`config.mk`:
```
export PLATFORM = sky130hd
export DESIGN_NAME = alu_seq_ctrl
export DESIGN_NICKNAME = d
export VERILOG_FILES = /design/src/rtl/alu_seq_pkg.sv /design/src/rtl/hack_alu.sv /design/src/rtl/alu_seq_ctrl.sv
export SDC_FILE = /design/constraint.sdc
export NUM_CORES = 1
export LEC_CHECK = 0
export ABC_AREA = 1
export CAP_MARGIN = 20
export CORE_MARGIN = 2
export CORE_UTILIZATION = 30
export DETAILED_ROUTE_END_ITERATION = 10
export PLACE_DENSITY = 0.49
export SLEW_MARGIN = 20
export SYNTH_ARGS = -nofsm -noshare
export SYNTH_HDL_FRONTEND = slang
export SYNTH_SLANG_ARGS = --single-unit
```
`constraint.sdc`:
```
create_clock -name clk -period 3.4 [get_ports clk]
set_clock_uncertainty 0.05 [all_clocks]
set_input_delay 0.34 -clock clk [delete_from_list [all_inputs] [get_ports clk]]
set_output_delay 0.34 -clock clk [all_outputs]
set_load 0.02 [all_outputs]
```
`src/rtl/alu_seq_pkg.sv`:
```
// alu_seq_pkg: control-word bit positions, command metadata and
// output-side FSM encoding shared by the ALU command sequencer.
package alu_seq_pkg;

   localparam int CTRL_W = 7;

   localparam int ZX = 6;
   localparam int NX = 5;
   localparam int ZY = 4;
   localparam int NY = 3;
   localparam int F0 = 2;
   localparam int F1 = 1;
   localparam int NO = 0;

   typedef struct packed {
      logic [CTRL_W-1:0] ctrl;
      logic              xsel;
      logic              acc_wr;
   } cmd_meta_t;

   localparam int META_W = $bits(cmd_meta_t);

   typedef enum logic [1:0] {
      IDLE  = 2'd0,
      RUN   = 2'd1,
      STALL = 2'd2
   } state_e;

endpackage

```
`src/rtl/hack_alu.sv`:
```
// hack_alu: combinational two-operand ALU with zr/ng flags.
// Signed add overflow only when ALU_SEQ_OVF_EN is defined.
module hack_alu
   import alu_seq_pkg::*;
#(
   parameter int DATA_W = 16
) (
   input  logic [CTRL_W-1:0] ctrl,
   input  logic [DATA_W-1:0] x,
   input  logic [DATA_W-1:0] y,
   output logic [DATA_W-1:0] out,
   output logic              zr,
   output logic              ng,
   output logic              ovf
);

   localparam int MSB = DATA_W - 1;

   logic [DATA_W-1:0] xz, xp, yz, yp, r;

   always_comb begin
      xz = ctrl[ZX] ? '0 : x;
      xp = ctrl[NX] ? ~xz : xz;
      yz = ctrl[ZY] ? '0 : y;
      yp = ctrl[NY] ? ~yz : yz;
      unique case ({ctrl[F0], ctrl[F1]})
         2'b10:   r = xp + yp;
         2'b00:   r = xp & yp;
         2'b01:   r = xp | yp;
         default: r = xp ^ yp;
      endcase
   end

   assign out = ctrl[NO] ? ~r : r;
   assign zr  = (out == '0);
   assign ng  = out[MSB];

`ifdef ALU_SEQ_OVF_EN
   // r is still the pre-negation sum when the add path is selected
   assign ovf = ctrl[F0] & ~ctrl[F1]
              & (xp[MSB] == yp[MSB])
              & (r[MSB] != xp[MSB]);
`else
   assign ovf = 1'b0;
`endif

endmodule

```
`src/rtl/alu_seq_ctrl.sv`:
```
// alu_seq_ctrl: FIFO-buffered ALU command sequencer with accumulator.
// Define ALU_SEQ_OVF_EN to register signed add overflow on res_ovf.
module alu_seq_ctrl
   import alu_seq_pkg::*;
#(
   parameter int DATA_W = 16,
   parameter int DEPTH  = 4
) (
   input  logic              clk,
   input  logic              reset,
   input  logic              cmd_valid,
   output logic              cmd_ready,
   input  logic [CTRL_W-1:0] cmd_ctrl,
   input  logic              cmd_xsel,
   input  logic              cmd_acc_wr,
   input  logic [DATA_W-1:0] cmd_x,
   input  logic [DATA_W-1:0] cmd_y,
   output logic              res_valid,
   input  logic              res_ready,
   output logic [DATA_W-1:0] res_data,
   output logic              res_zr,
   output logic              res_ng,
   output logic              res_ovf,
   output logic [DATA_W-1:0] acc,
   output logic              busy
);

   localparam int AW = $clog2(DEPTH);
   localparam logic [AW:0]   FULL  = (AW+1)'(DEPTH);
   localparam logic [AW:0]   C_ONE = (AW+1)'(1);
   localparam logic [AW-1:0] P_ONE = AW'(1);

   typedef struct packed {
      cmd_meta_t         meta;
      logic [DATA_W-1:0] x;
      logic [DATA_W-1:0] y;
   } entry_t;

   entry_t            mem_q [DEPTH];
   entry_t            wr_entry, head;
   logic [AW-1:0]     wr_ptr_q, wr_ptr_d;
   logic [AW-1:0]     rd_ptr_q, rd_ptr_d;
   logic [AW:0]       count_q, count_d;
   logic [DATA_W-1:0] acc_q, acc_d;
   logic [DATA_W-1:0] res_data_q, res_data_d;
   logic              res_zr_q, res_zr_d;
   logic              res_ng_q, res_ng_d;
   logic              res_ovf_q, res_ovf_d;
   state_e            state_q, state_d;

   logic              empty, push, issue;
   logic [DATA_W-1:0] alu_x, alu_out;
   logic              alu_zr, alu_ng, alu_ovf;

   assign empty     = (count_q == '0);
   assign cmd_ready = (count_q != FULL);
   assign push      = cmd_valid & cmd_ready;
   assign res_valid = (state_q != IDLE);
   assign issue     = !empty & (!res_valid | res_ready);

   assign wr_entry = '{
      meta: '{ctrl: cmd_ctrl, xsel: cmd_xsel, acc_wr: cmd_acc_wr},
      x: cmd_x,
      y: cmd_y
   };
   assign head  = mem_q[rd_ptr_q];
   // accumulator read at issue, so back-to-back chains see fresh value
   assign alu_x = head.meta.xsel ? acc_q : head.x;

   hack_alu #(.DATA_W(DATA_W)) u_alu (
      .ctrl (head.meta.ctrl),
      .x    (alu_x),
      .y    (head.y),
      .out  (alu_out),
      .zr   (alu_zr),
      .ng   (alu_ng),
      .ovf  (alu_ovf)
   );

   always_comb begin
      wr_ptr_d   = wr_ptr_q;
      rd_ptr_d   = rd_ptr_q;
      count_d    = count_q;
      acc_d      = acc_q;
      res_data_d = res_data_q;
      res_zr_d   = res_zr_q;
      res_ng_d   = res_ng_q;
      res_ovf_d  = res_ovf_q;
      if (push) wr_ptr_d = wr_ptr_q + P_ONE;
      if (issue) begin
         rd_ptr_d   = rd_ptr_q + P_ONE;
         res_data_d = alu_out;
         res_zr_d   = alu_zr;
         res_ng_d   = alu_ng;
         res_ovf_d  = alu_ovf;
         if (head.meta.acc_wr) acc_d = alu_out;
      end
      case ({push, issue})
         2'b10:   count_d = count_q + C_ONE;
         2'b01:   count_d = count_q - C_ONE;
         default: count_d = count_q;
      endcase
   end

   always_comb begin
      state_d = state_q;
      unique case (state_q)
         IDLE: if (issue) state_d = RUN;
         RUN, STALL: begin
            if (!res_ready)  state_d = STALL;
            else if (issue)  state_d = RUN;
            else             state_d = IDLE;
         end
         default: state_d = IDLE;
      endcase
   end

   always_ff @(posedge clk or posedge reset) begin
      if (reset) begin
         wr_ptr_q   <= '0;
         rd_ptr_q   <= '0;
         count_q    <= '0;
         acc_q      <= '0;
         res_data_q <= '0;
         res_zr_q   <= 1'b0;
         res_ng_q   <= 1'b0;
         res_ovf_q  <= 1'b0;
         state_q    <= IDLE;
      end else begin
         wr_ptr_q   <= wr_ptr_d;
         rd_ptr_q   <= rd_ptr_d;
         count_q    <= count_d;
         acc_q      <= acc_d;
         res_data_q <= res_data_d;
         res_zr_q   <= res_zr_d;
         res_ng_q   <= res_ng_d;
         res_ovf_q  <= res_ovf_d;
         state_q    <= state_d;
      end
   end

   // storage needs no reset: entries are only read below count
   always_ff @(posedge clk) begin
      if (push) mem_q[wr_ptr_q] <= wr_entry;
   end

   assign res_data = res_data_q;
   assign res_zr   = res_zr_q;
   assign res_ng   = res_ng_q;
   assign res_ovf  = res_ovf_q;
   assign acc      = acc_q;
   assign busy     = !empty | res_valid;

endmodule

```
# Word-level counts from Yosys, hierarchy flattened
# Memories as Yosys holds them, arrays and structs flattened.
# Index checks and enable logic that the tools add are counted.
# W data, S select, Z words.
dict set report word_totals {
  input_bits 45
  mem_bits_rw 164
  n_memories 1
  out_inout_bits 38
  elab_cells 56
  regBits 43
}
# name depth word_bits rd rd_clocked_by_memory_dff write_ports line_no
set mem_list {}
lappend mem_list {mem_q 4 41 1 0 1 alu_seq_ctrl.sv:39} ;# entry_t mem_q [DEPTH];
dict set report classes {
  bitwise 10
  muxes 14
  n_eq_ne 8
  reduce_logical 10
  addsub 5
}
# operator count
set op_table {}
lappend op_table {{$mux W16} 6}
lappend op_table {{$not A16 Y16} 3}
lappend op_table {{$pmux W16 S3} 1}
lappend op_table {{$add A16 B16 Y16} 1}
lappend op_table {{$and A16 B16 Y16} 1}
lappend op_table {{$logic_not A16 Y1} 1}
lappend op_table {{$or A16 B16 Y16} 1}
lappend op_table {{$xor A16 B16 Y16} 1}
lappend op_table {{$eq A2 B1 Y1 const B} 3}
lappend op_table {{$eq A2 B2 Y1 const B} 3}
lappend op_table {{$pmux W3 S2} 1}
lappend op_table {{$add A2 B1 Y2 const B} 2}
lappend op_table {{$logic_not A2 Y1} 2}
lappend op_table {{$mux W2} 2}
lappend op_table {{$pmux W2 S2} 1}
lappend op_table {{$reduce_bool A2 Y1} 2}
lappend op_table {{$add A3 B1 Y3 const B} 1}
lappend op_table {{$logic_not A3 Y1} 1}
lappend op_table {{$mux W1} 3}
lappend op_table {{$ne A3 B3 Y1 const B} 1}
lappend op_table {{$sub A3 B1 Y3 const B} 1}
lappend op_table {{$and A1 B1 Y1} 2}
lappend op_table {{$logic_not A1 Y1} 2}
lappend op_table {{$ne A2 B2 Y1 const B} 1}
lappend op_table {{other kinds (3)} 4}

# Longest topological paths before layout
# An unclocked memory read counts as a cell.
dict set report depth {
  word_depth 10
  mapped_depth 30
  mapped_depth_nobuf 27
}

# Cells and area by module
# Synthesis repeated with hierarchy kept, for this count alone.
dict set report unflattened {
  hier_cells 1199
  area_unflattened_um2 10841.6
}
# module instances seq_area_each_um2 cells_each area_each_um2
set by_module_without_submodules {}
lappend by_module_without_submodules {alu_seq_ctrl 1 6025.8 703 8320.5}
lappend by_module_without_submodules {hack_alu 1 0.0 496 2521.2}

# Worst setup path before layout
# Ideal clock, no wire load.
dict set report synth_timing {
  path_type {register to register}
  from {reg rd_ptr_q[0]}
  to {reg res_zr_q, in the netlist res_zr}
  setup_time_ns 0.117
  synth_period_minus_slack_ns 3.340
  path_slack_ns 0.060
  arrival_time_ns 3.173
  required_ns 3.233
  path_stages_with_launch 30
  path_buffers 3
  path_cell_list {dfrtp_1 > inv_2 > buf_6 > buf_2 > buf_2 > nor2_1 > o22ai_1 > inv_1 > nand2_1 > o211ai_1 > xnor2_1 > inv_1 > ha_1 > fa_1 > nand2_1 > nand2_1 > nand3_1 > nand2_1 > nand2_1 > nand2_1 > nand2_1 > nand3_1 > nand2_1 > nand2_1 > nand2_1 > nand2_1 > nand2_1 > nor2_1 > nand3_1 > nand2_1}
}
dict set report synth_between {
  elab_chain_cells 10
  elab_cells_between_ends 19
  cone_classes {1 x add/sub; 2 x eq/ne; 7 x mux; 6 x bitwise; 2 x reduce/logical; 1 x memory}
}
# item line_no
set synth_lines {}
lappend synth_lines {{start, declared} alu_seq_ctrl.sv:42} ;# logic [AW-1:0] rd_ptr_q, rd_ptr_d;
lappend synth_lines {{start signal, assigned} alu_seq_ctrl.sv:131} ;# rd_ptr_q <= rd_ptr_d;
lappend synth_lines {{$mem_v2 Z4 W41 (*)} n/a}
lappend synth_lines {{$mux W16} alu_seq_ctrl.sv:68} ;# assign alu_x = head.meta.xsel ? acc_q : head.x;
lappend synth_lines {{$mux W16} hack_alu.sv:22} ;# xz = ctrl[ZX] ? '0 : x;
lappend synth_lines {{$not A16 Y16} hack_alu.sv:23} ;# xp = ctrl[NX] ? ~xz : xz;
lappend synth_lines {{$mux W16} hack_alu.sv:23}
lappend synth_lines {{$add A16 B16 Y16 (tied with other cells)} hack_alu.sv:27} ;# 2'b10: r = xp + yp;
lappend synth_lines {{$pmux W16 S3} hack_alu.sv:26} ;# unique case ({ctrl[F0], ctrl[F1]})
lappend synth_lines {{$not A16 Y16} hack_alu.sv:34} ;# assign out = ctrl[NO] ? ~r : r;
lappend synth_lines {{$mux W16 (*)} hack_alu.sv:34}
lappend synth_lines {{$logic_not A16 Y1 (*)} hack_alu.sv:35} ;# assign zr = (out == '0);
lappend synth_lines {{end signal, assigned} alu_seq_ctrl.sv:135} ;# res_zr_q <= res_zr_d;
lappend synth_lines {{end, declared} alu_seq_ctrl.sv:46} ;# logic res_zr_q, res_zr_d;
# Mark *: on every way between the ends. The rest lies on a longest branch, timed or not.
# A chain may end at the register's enable or synchronous reset.

# Worst setup path after layout
# Ends and elaborated chain as after synthesis.

==> flow_summary.ini <==
[route]
drt-initial-drc-count = 359
routed_via_density = 4.67
first_pass_iters = 5
ant_nets = 0
wl_per_cell_um = 16.8
drc = 0
routed_wl_um = 30500
via_count = 8465

[timing]
rsz0062_at_grt = true
drv_slew = 0
setup_violations = 1
max_freq_ghz = 0.293
finalHoldViolCount = 0
tightest_slew_ns = 0.916
timing.max_slew.rel_slack_pct = 38.8
setup_ws_ns = -0.0177
fin_setup_tns_ns = -0.0177
fin_crit_ns = 3.42
period_share_pct = 101

[clock_network]
hold_buffers = 0
clock_latency_ns = 0.53
clkTransAtPathRegs_ns = 0.06
htree_levels = 1
cts_tree = done
clockBufferDepth = 3
cts_root_buf = clkbuf_16
cts_sinks = 206
numCtsBuffers = 24

[setup_path]
reg2reg_depth = 27
worst_setup_path_end_kind = register
r2r-start = rd_ptr_q[0]$_DFFE_PP0P_
cp_common_cell = nand2_1
timing.rr.end = res_zr$_DFFE_PP0P_
crit_arrival_ns = 3.83
path_class = reg2reg
critPathRequiredTime_ns = 3.81
slowest_stage = dfrtp_2
start_kind = register
path_buf_inv = 7
critPathMaxStageDelay_ns = 0.44
worstPathMaxFanout = 15
reg2reg_slack_ns = -0.02
cp_top_family = simple AND/OR/NAND/NOR gates

[global_route]
grt_start_max_net_pins = 43
gr-total-overflow = 0
grt_pass1_vias = 8410
grt_pass1_wl_um = 46900
antenna_found_initial = 0
grt_use_total_pct = 16.6

[floorplan]
dieArea_um2 = 37000
rows = 68
core_um2 = 34700
ios = 83
die_height_um = 192
start_util_pct = 30.6
die_w_um = 192

[run]
cap_violations = 0

[layout]
final_common_cell = nand2_1
stdcell_area_um2 = 15000
n_antenna_cell = 0
ff_latch_area_um2 = 5980
area_delta_synth_final_pct = 40.8
drive_above_1_share_pct = 31.2
multi_input_area_um2 = 4730
nNetsFinal = 1426
nFillCells = 3358
final_cell_mix = nand2_1 (197), edfxtp_1 (164), buf_4 (155), nor2_1 (98), inv_1 (89)

[synthesis]
synth_seq_cells = 206
synth_cells = 1098
syn-cell-area_um2 = 10600
synth.top_cell.area_share_pct = 46.3
synth_edf_count = 164
synth_cell_types = 45
synth_ff_type = edfxtp_1
synth_area_leader_cell = edfxtp_1
synth_area_leaders = edfxtp_1 (46%), dfrtp_1 (9.9%), nand2_1 (9.1%)
synth.avg_cell_area_um2 = 9.68
synth_warnings = 0
synth_async_sr_flop_share_pct = 20.4
syn_nets = 1184
ys_seq_area_share_pct = 56.2

[placement]
io_buffer_count = 81
hpwl_um = 20900
routabilityCongestion = 0.876
placed_cell_area_um2 = 13000

[outcome]
status = finished, violations left
failed_checks = negative setup slack

[worst_hold_path]
hold_path.class = in2async
## layout make-up
type                    count  share of cell area [%]
clock buffers              32                    4.69
clock inverters            12                   0.677
multi-input cells         732                    31.6
flip-flops and latches    206                    39.9
well taps                 455                    3.80
repair buffers            266                    16.5
inverters                 110                    2.82
## cells in the mapped netlist, types with 2 or more instances
master	count
a21o_1	2
a21oi_1	21
a31oi_1	5
a32o_1	5
buf_2	16
buf_4	5
buf_6	5
clkbuf_1	23
dfrtp_1	42
edfxtp_1	164
fa_1	2
ha_1	39
inv_1	106
inv_2	3
nand2_1	259
nand2_2	14
nand2_4	4
nand2_8	2
nand3_1	56
nand3_2	6
nand3b_1	2
nand4_1	3
nor2_1	110
nor2_8	2
nor3_1	2
o211ai_1	12
o21ai_0	103
o21ai_1	2
o22ai_1	30
or2_1	2
xnor2_1	32
xor2_1	6
## logic make-up after synthesis
logic type               count (synthesis)  synth area share [%]
buffers and inverters                  160                  6.48
AO/OA/AOI/OAI                          184                  9.93
flip-flops                             206                  56.2
adder cells (fa/ha/maj)                 41                  4.97
AND/OR/NAND/NOR                        468                  19.3
XOR/XNOR                                38                  3.13
other                                    1                0.0353
## routing by layer
metal	global-route usage, %	share of wire, %
met5	0	0
met4	5.61	3.2
met3	2.16	4.0
met2	28.1	48
met1	21.9	45
## repair_timing
action / CTS / global route
pin swaps: 47 / 84
buffers inserted: 22 / 15
endpoints found under the setup margin: 21 / 31
gates cloned: 2 / 2
resized for setup: 109 / 122
## worst max path at each step
stage                            startpoint                  to  slack [ns]  cells after the start
finish              rd_ptr_q[0]$_DFFE_PP0P_  res_zr$_DFFE_PP0P_       -0.02                     27
global route        rd_ptr_q[0]$_DFFE_PP0P_  res_zr$_DFFE_PP0P_       -0.24                     24
CTS                 rd_ptr_q[0]$_DFFE_PP0P_  res_zr$_DFFE_PP0P_       -0.07                     25
detailed placement  rd_ptr_q[0]$_DFFE_PP0P_  res_zr$_DFFE_PP0P_       -0.22                     23
global placement    rd_ptr_q[1]$_DFFE_PP0P_  res_zr$_DFFE_PP0P_       -0.18                     22
floorplan           rd_ptr_q[0]$_DFFE_PP0P_  res_zr$_DFFE_PP0P_        0.06                     29
## per-stage QoR
step	hold WS (ns)	cells	utilization, %	worst slack [ns]
floorplan	0.389	1098	-	0.0598
global placement	0.422	1731	37.5	-0.177
global route	0.383	1813	43.1	-0.244
detailed placement	0.424	1731	37.5	-0.218
finish	0.289	1813	43.1	-0.0177
CTS	0.333	1799	41.7	-0.0726
## state kept, by name, indices dropped and copies added, names as in the netlist
signal / count
wr_ptr_q: 2
count_q: 3
rd_ptr_q: 2
res_data: 16
mem_q: 164
acc: 16
res_zr: 1
state_q: 2
Power is left out: the tool's default activity adds up to more than one toggle a clock period on the data nets, which glitch-free logic cannot reach.
==> RTL change 1: new RTL, config.mk and constraints unchanged <==
Change the package constant `NO` from 0 to 1.
--- a/src/rtl/alu_seq_pkg.sv
+++ b/src/rtl/alu_seq_pkg.sv
@@ -11,5 +11,5 @@
    localparam int F0 = 2;
    localparam int F1 = 1;
-   localparam int NO = 0;
+   localparam int NO = 1;
 
    typedef struct packed {
Function: changed (Yosys sat finds a counterexample within 4 cycles, from zero or initial values and one cycle with reset high).
==> RTL change 1 against the unedited design <==
Final area down 6.2%. Highest routed layer unchanged. Sequential share of layout area increased by 1.8 points. The run still ends with setup timing left. Sequential cell count decreased by 4. Area after synthesis is 2.2% lower. Routed wire length fell by 4.8%. Worst setup slack lost 0.0032 ns. Global-route usage is 0.56 points lower.
Power is not shown: default switching activity piles up to over one toggle a cycle in this logic, so the estimate is an artifact.
==> RTL change 1: results (changes against the unedited design) <==
[outcome]
outcome = finished, violations left
failing_checks = setup timing

[layout]
multi_input_area_share_pct = 31.0  ; -0.53 points
buffer_area_share_pct = 15.0  ; -1.5 points
post_layout_nonfiller_instances = 1779  ; -1.9%
finish.net_count = 1393  ; -2.3%
clock_cell_area_share_pct = 4.89  ; -0.47 points
n_fill_cell = 3421  ; +1.9%
layout.non_clock_inverters = 122  ; +11%
num-nonclk-buffers = 232  ; -13%
largest_reg_flops = 160  ; -2.4%
seq_area_um2 = 5860  ; -2.0%

[placement]
finalWeightedCongestion = 0.852  ; -2.7%
detailedPlacementHpwl_mm = 20.5  ; -1.8%
io_buffer_count = 80  ; -1.2%
placedInstanceArea_um2 = 12600  ; -3.0%

[synthesis]
synth-seq-area-share_pct = 56.3  ; +0.10 points
synth_enable_flop_cells = 160  ; -2.4%
syn-mean-instance-area_um2 = 9.42  ; -2.7%
yosysUniqueCellTypes = 33  ; -27%
synth_area_leaders = sky130_fd_sc_hd__edfxtp_1 (46%), sky130_fd_sc_hd__dfrtp_1 (10%), sky130_fd_sc_hd__nand2_1 (8.8%)
yosys_register_bits = 202  ; -1.9%

[critical_path]
crit_path_max_fanout = 22  ; +7
crit_path_max_incr_delay_ns = 0.48  ; +0.04 ns

[global_routing]
grt_first_pass_wirelength_mm = 44.9  ; -4.2%
grt_start_max_net_pins = 41  ; -4.7%
grt.total_usage_pct = 16.0  ; -0.56 points
grt_pass1_vias = 7962  ; -5.3%

[sta]
setup_tns_ns = -0.0210  ; -0.00322 ns
post-route-worst-setup-slack_ns = -0.0210  ; -0.00322 ns
setup_viol = 1  ; unchanged
hold_slack_ns = 0.144  ; -0.146 ns
slew_headroom_pct = 55.3  ; +16 points

[route]
detailedRoute.firstPassIterationCount = 4  ; -1
routed-via-count = 8137  ; -3.9%
postRouteWirelength_mm = 29.0  ; -4.8%

[clock_tree]
numCtsBuffers = 23  ; -4.2%
cts-resized-gates = 61  ; -44%
cts.repair_timing.setup_buffer_count = 7  ; -68%

[floorplanning]
core_area_um2 = 34400  ; -0.98%

-- RTL change 1: cell types whose count changed after synthesis, moves of 10 or more --
cell                      unedited run  this run
sky130_fd_sc_hd__nand2_2            14         4
sky130_fd_sc_hd__nand2_1           259       244
sky130_fd_sc_hd__inv_1             106       117
sky130_fd_sc_hd__nor2_1            110       124
sky130_fd_sc_hd__nand3_1            56        75
sky130_fd_sc_hd__a21oi_1            21        32
-- RTL change 1: logic make-up after synthesis --
logic type               share of synthesized area (%)
AND/OR/NAND/NOR                                   18.0
flip-flops                                        56.3
AO/OA/AOI/OAI                                     10.0
buffers and inverters                             7.40
adder cells (fa/ha/maj)                           5.08
XOR/XNOR                                          3.20
other                                           0.0361
-- RTL change 1: routing by layer --
metal  vias to the layer above  GRT usage (%)  wire, µm
li1                       4097              -         -
met1                      3877           21.6     13500
met2                       118           27.2     13700
met3                        45           1.81       911
met4                         0           4.65       852
met5                         -              0         0
==> RTL change 2: new RTL, same settings <==
Made on the original files. Remove the case item `2'b10` of the case on `{ctrl[F0], ctrl[F1]}`.
--- a/src/rtl/hack_alu.sv
+++ b/src/rtl/hack_alu.sv
@@ -25,5 +25,4 @@
       yp = ctrl[NY] ? ~yz : yz;
       unique case ({ctrl[F0], ctrl[F1]})
-         2'b10:   r = xp + yp;
          2'b00:   r = xp & yp;
          2'b01:   r = xp | yp;
Function: changed (Yosys sat finds a counterexample within 4 cycles, from zero or initial values and one cycle with reset high).
==> RTL change 2 against the unedited design <==
Sequential cell count stayed put. Routed wire length decreased by 20%. Worst setup slack improved by 0.34 ns. Final area decreased by 20%. Die area shrank 6.3%. Sequential share of layout area increased by 9.7 points. Area after synthesis is 6.4% lower. Critical path type unchanged. Critical endpoint unchanged. Highest routed layer unchanged.
Power is not shown: default switching activity piles up to over one toggle a cycle in this logic, so the estimate is an artifact.
==> RTL change 2: results (changes against the unedited design) <==
[outcome]
outcome = finished, final reports clean

[critical_path]
crit_path_max_incr_delay_ns = 0.46  ; +0.02 ns
worst_setup_path_end_kind = flop
rr_worst_depth = 17  ; -37%
critical_path.startpoint = rd_ptr_q[0]
reg2reg_slack_ns = 0.32  ; +0.34 ns
critical_path.top_delay_family = simple AND/OR/NAND/NOR gates
critical_path.endpoint = res_zr
crit_path_max_fanout = 12  ; -3
critical_path_arrival_ns = 3.50  ; -0.33 ns
critPathSlowestCell = sky130_fd_sc_hd__dfrtp_2

[sta]
slew_headroom_pct = 52.6  ; +14 points
layout_min_cycle_time_ns = 3.08  ; -0.337 ns
hold_slack_ns = 0.215  ; -0.0742 ns

[clock_tree]
insertion_delay_ns = 0.53  ; about the same
ctsLongestPathBuffers = 3  ; unchanged
htree_num_levels = 1  ; unchanged
cts.repair_timing.setup_buffer_count = 0  ; -100%
cts-resized-gates = 0  ; -100%
numCtsBuffers = 23  ; -4.2%

[route]
drt_iter0_markers = 371  ; +3.3%
wire_per_inst_um = 16.9  ; +0.46%
routed-via-count = 6590  ; -22%
vias_per_cell = 4.56  ; -2.3%
detailedRoute.firstPassIterationCount = 4  ; -1

[global_routing]
grt_start_max_net_pins = 43  ; unchanged
grt_first_pass_wirelength_mm = 37.5  ; -20%
grt_antenna_before_repair = 0  ; unchanged
overflow = 0  ; unchanged
grt_pass1_vias = 6246  ; -26%
grt.total_usage_pct = 14.2  ; -2.4 points

[placement]
placedInstanceArea_um2 = 11200  ; -14%
preCtsSetupSlack_ns = 0.278  ; +0.496 ns
detailedPlacementHpwl_mm = 15.8  ; -24%
finalWeightedCongestion = 0.771  ; -12%
io_buffer_count = 81  ; unchanged
post-place-cells = 1402  ; -19%

[layout]
finish.net_count = 1070  ; -25%
layout-drive-gt1-share_pct = 12.4  ; -19 points
n_antenna_cell = 0  ; unchanged
largest_reg_flops = 164  ; unchanged

[synthesis]
synth_area_leaders = sky130_fd_sc_hd__edfxtp_1 (49%), sky130_fd_sc_hd__dfrtp_1 (11%), sky130_fd_sc_hd__ha_1 (4.9%)
yosysWarningCount = 0  ; unchanged
synth.cells.most_frequent = sky130_fd_sc_hd__edfxtp_1 (164), sky130_fd_sc_hd__nand2_1 (124), sky130_fd_sc_hd__nor2_1 (117)
synth_enable_flop_cells = 164  ; unchanged
yosysUniqueCellTypes = 37  ; -18%
synth-seq-area-share_pct = 60.0  ; +3.9 points
syn_nets = 989  ; -16%
syn-mean-instance-area_um2 = 11.0  ; +14%

[worst_hold_path]
holdCritPathClass = input port to async pin

RTL change 2: area by class of cell:
type / instances / area (µm²)
timing repair buffer: 104 / 1010
clock inverter: 8 / 108
inverter: 78 / 293
tap: 442 / 553
sequential: 206 / 5980
fill: 3193 / 20600
clock buffer: 34 / 698
multi-input combinational: 572 / 3400
RTL change 2: kinds of logic (layout without fill, tap and decap cells):
kind of cell	Yosys count	after routing	share of synthesized area, %
flip-flops	206	206	60.0
XOR/XNOR	36	36	3.92
other	1	1	0.0377
AO/OA/AOI/OAI	154	154	9.66
adder cells (fa/ha/maj)	40	40	5.10
buffers and inverters	126	224	6.15
AND/OR/NAND/NOR	341	341	15.1
RTL change 2: layer usage:
layer | vias up | wire [µm] | track usage, %
met2 | 145 | 10800 | 22.1
met1 | 3151 | 12000 | 20.8
met3 | 31 | 1080 | 2.06
li1 | 3263 | - | -
met4 | 0 | 486 | 3.50
met5 | - | 0 | 0
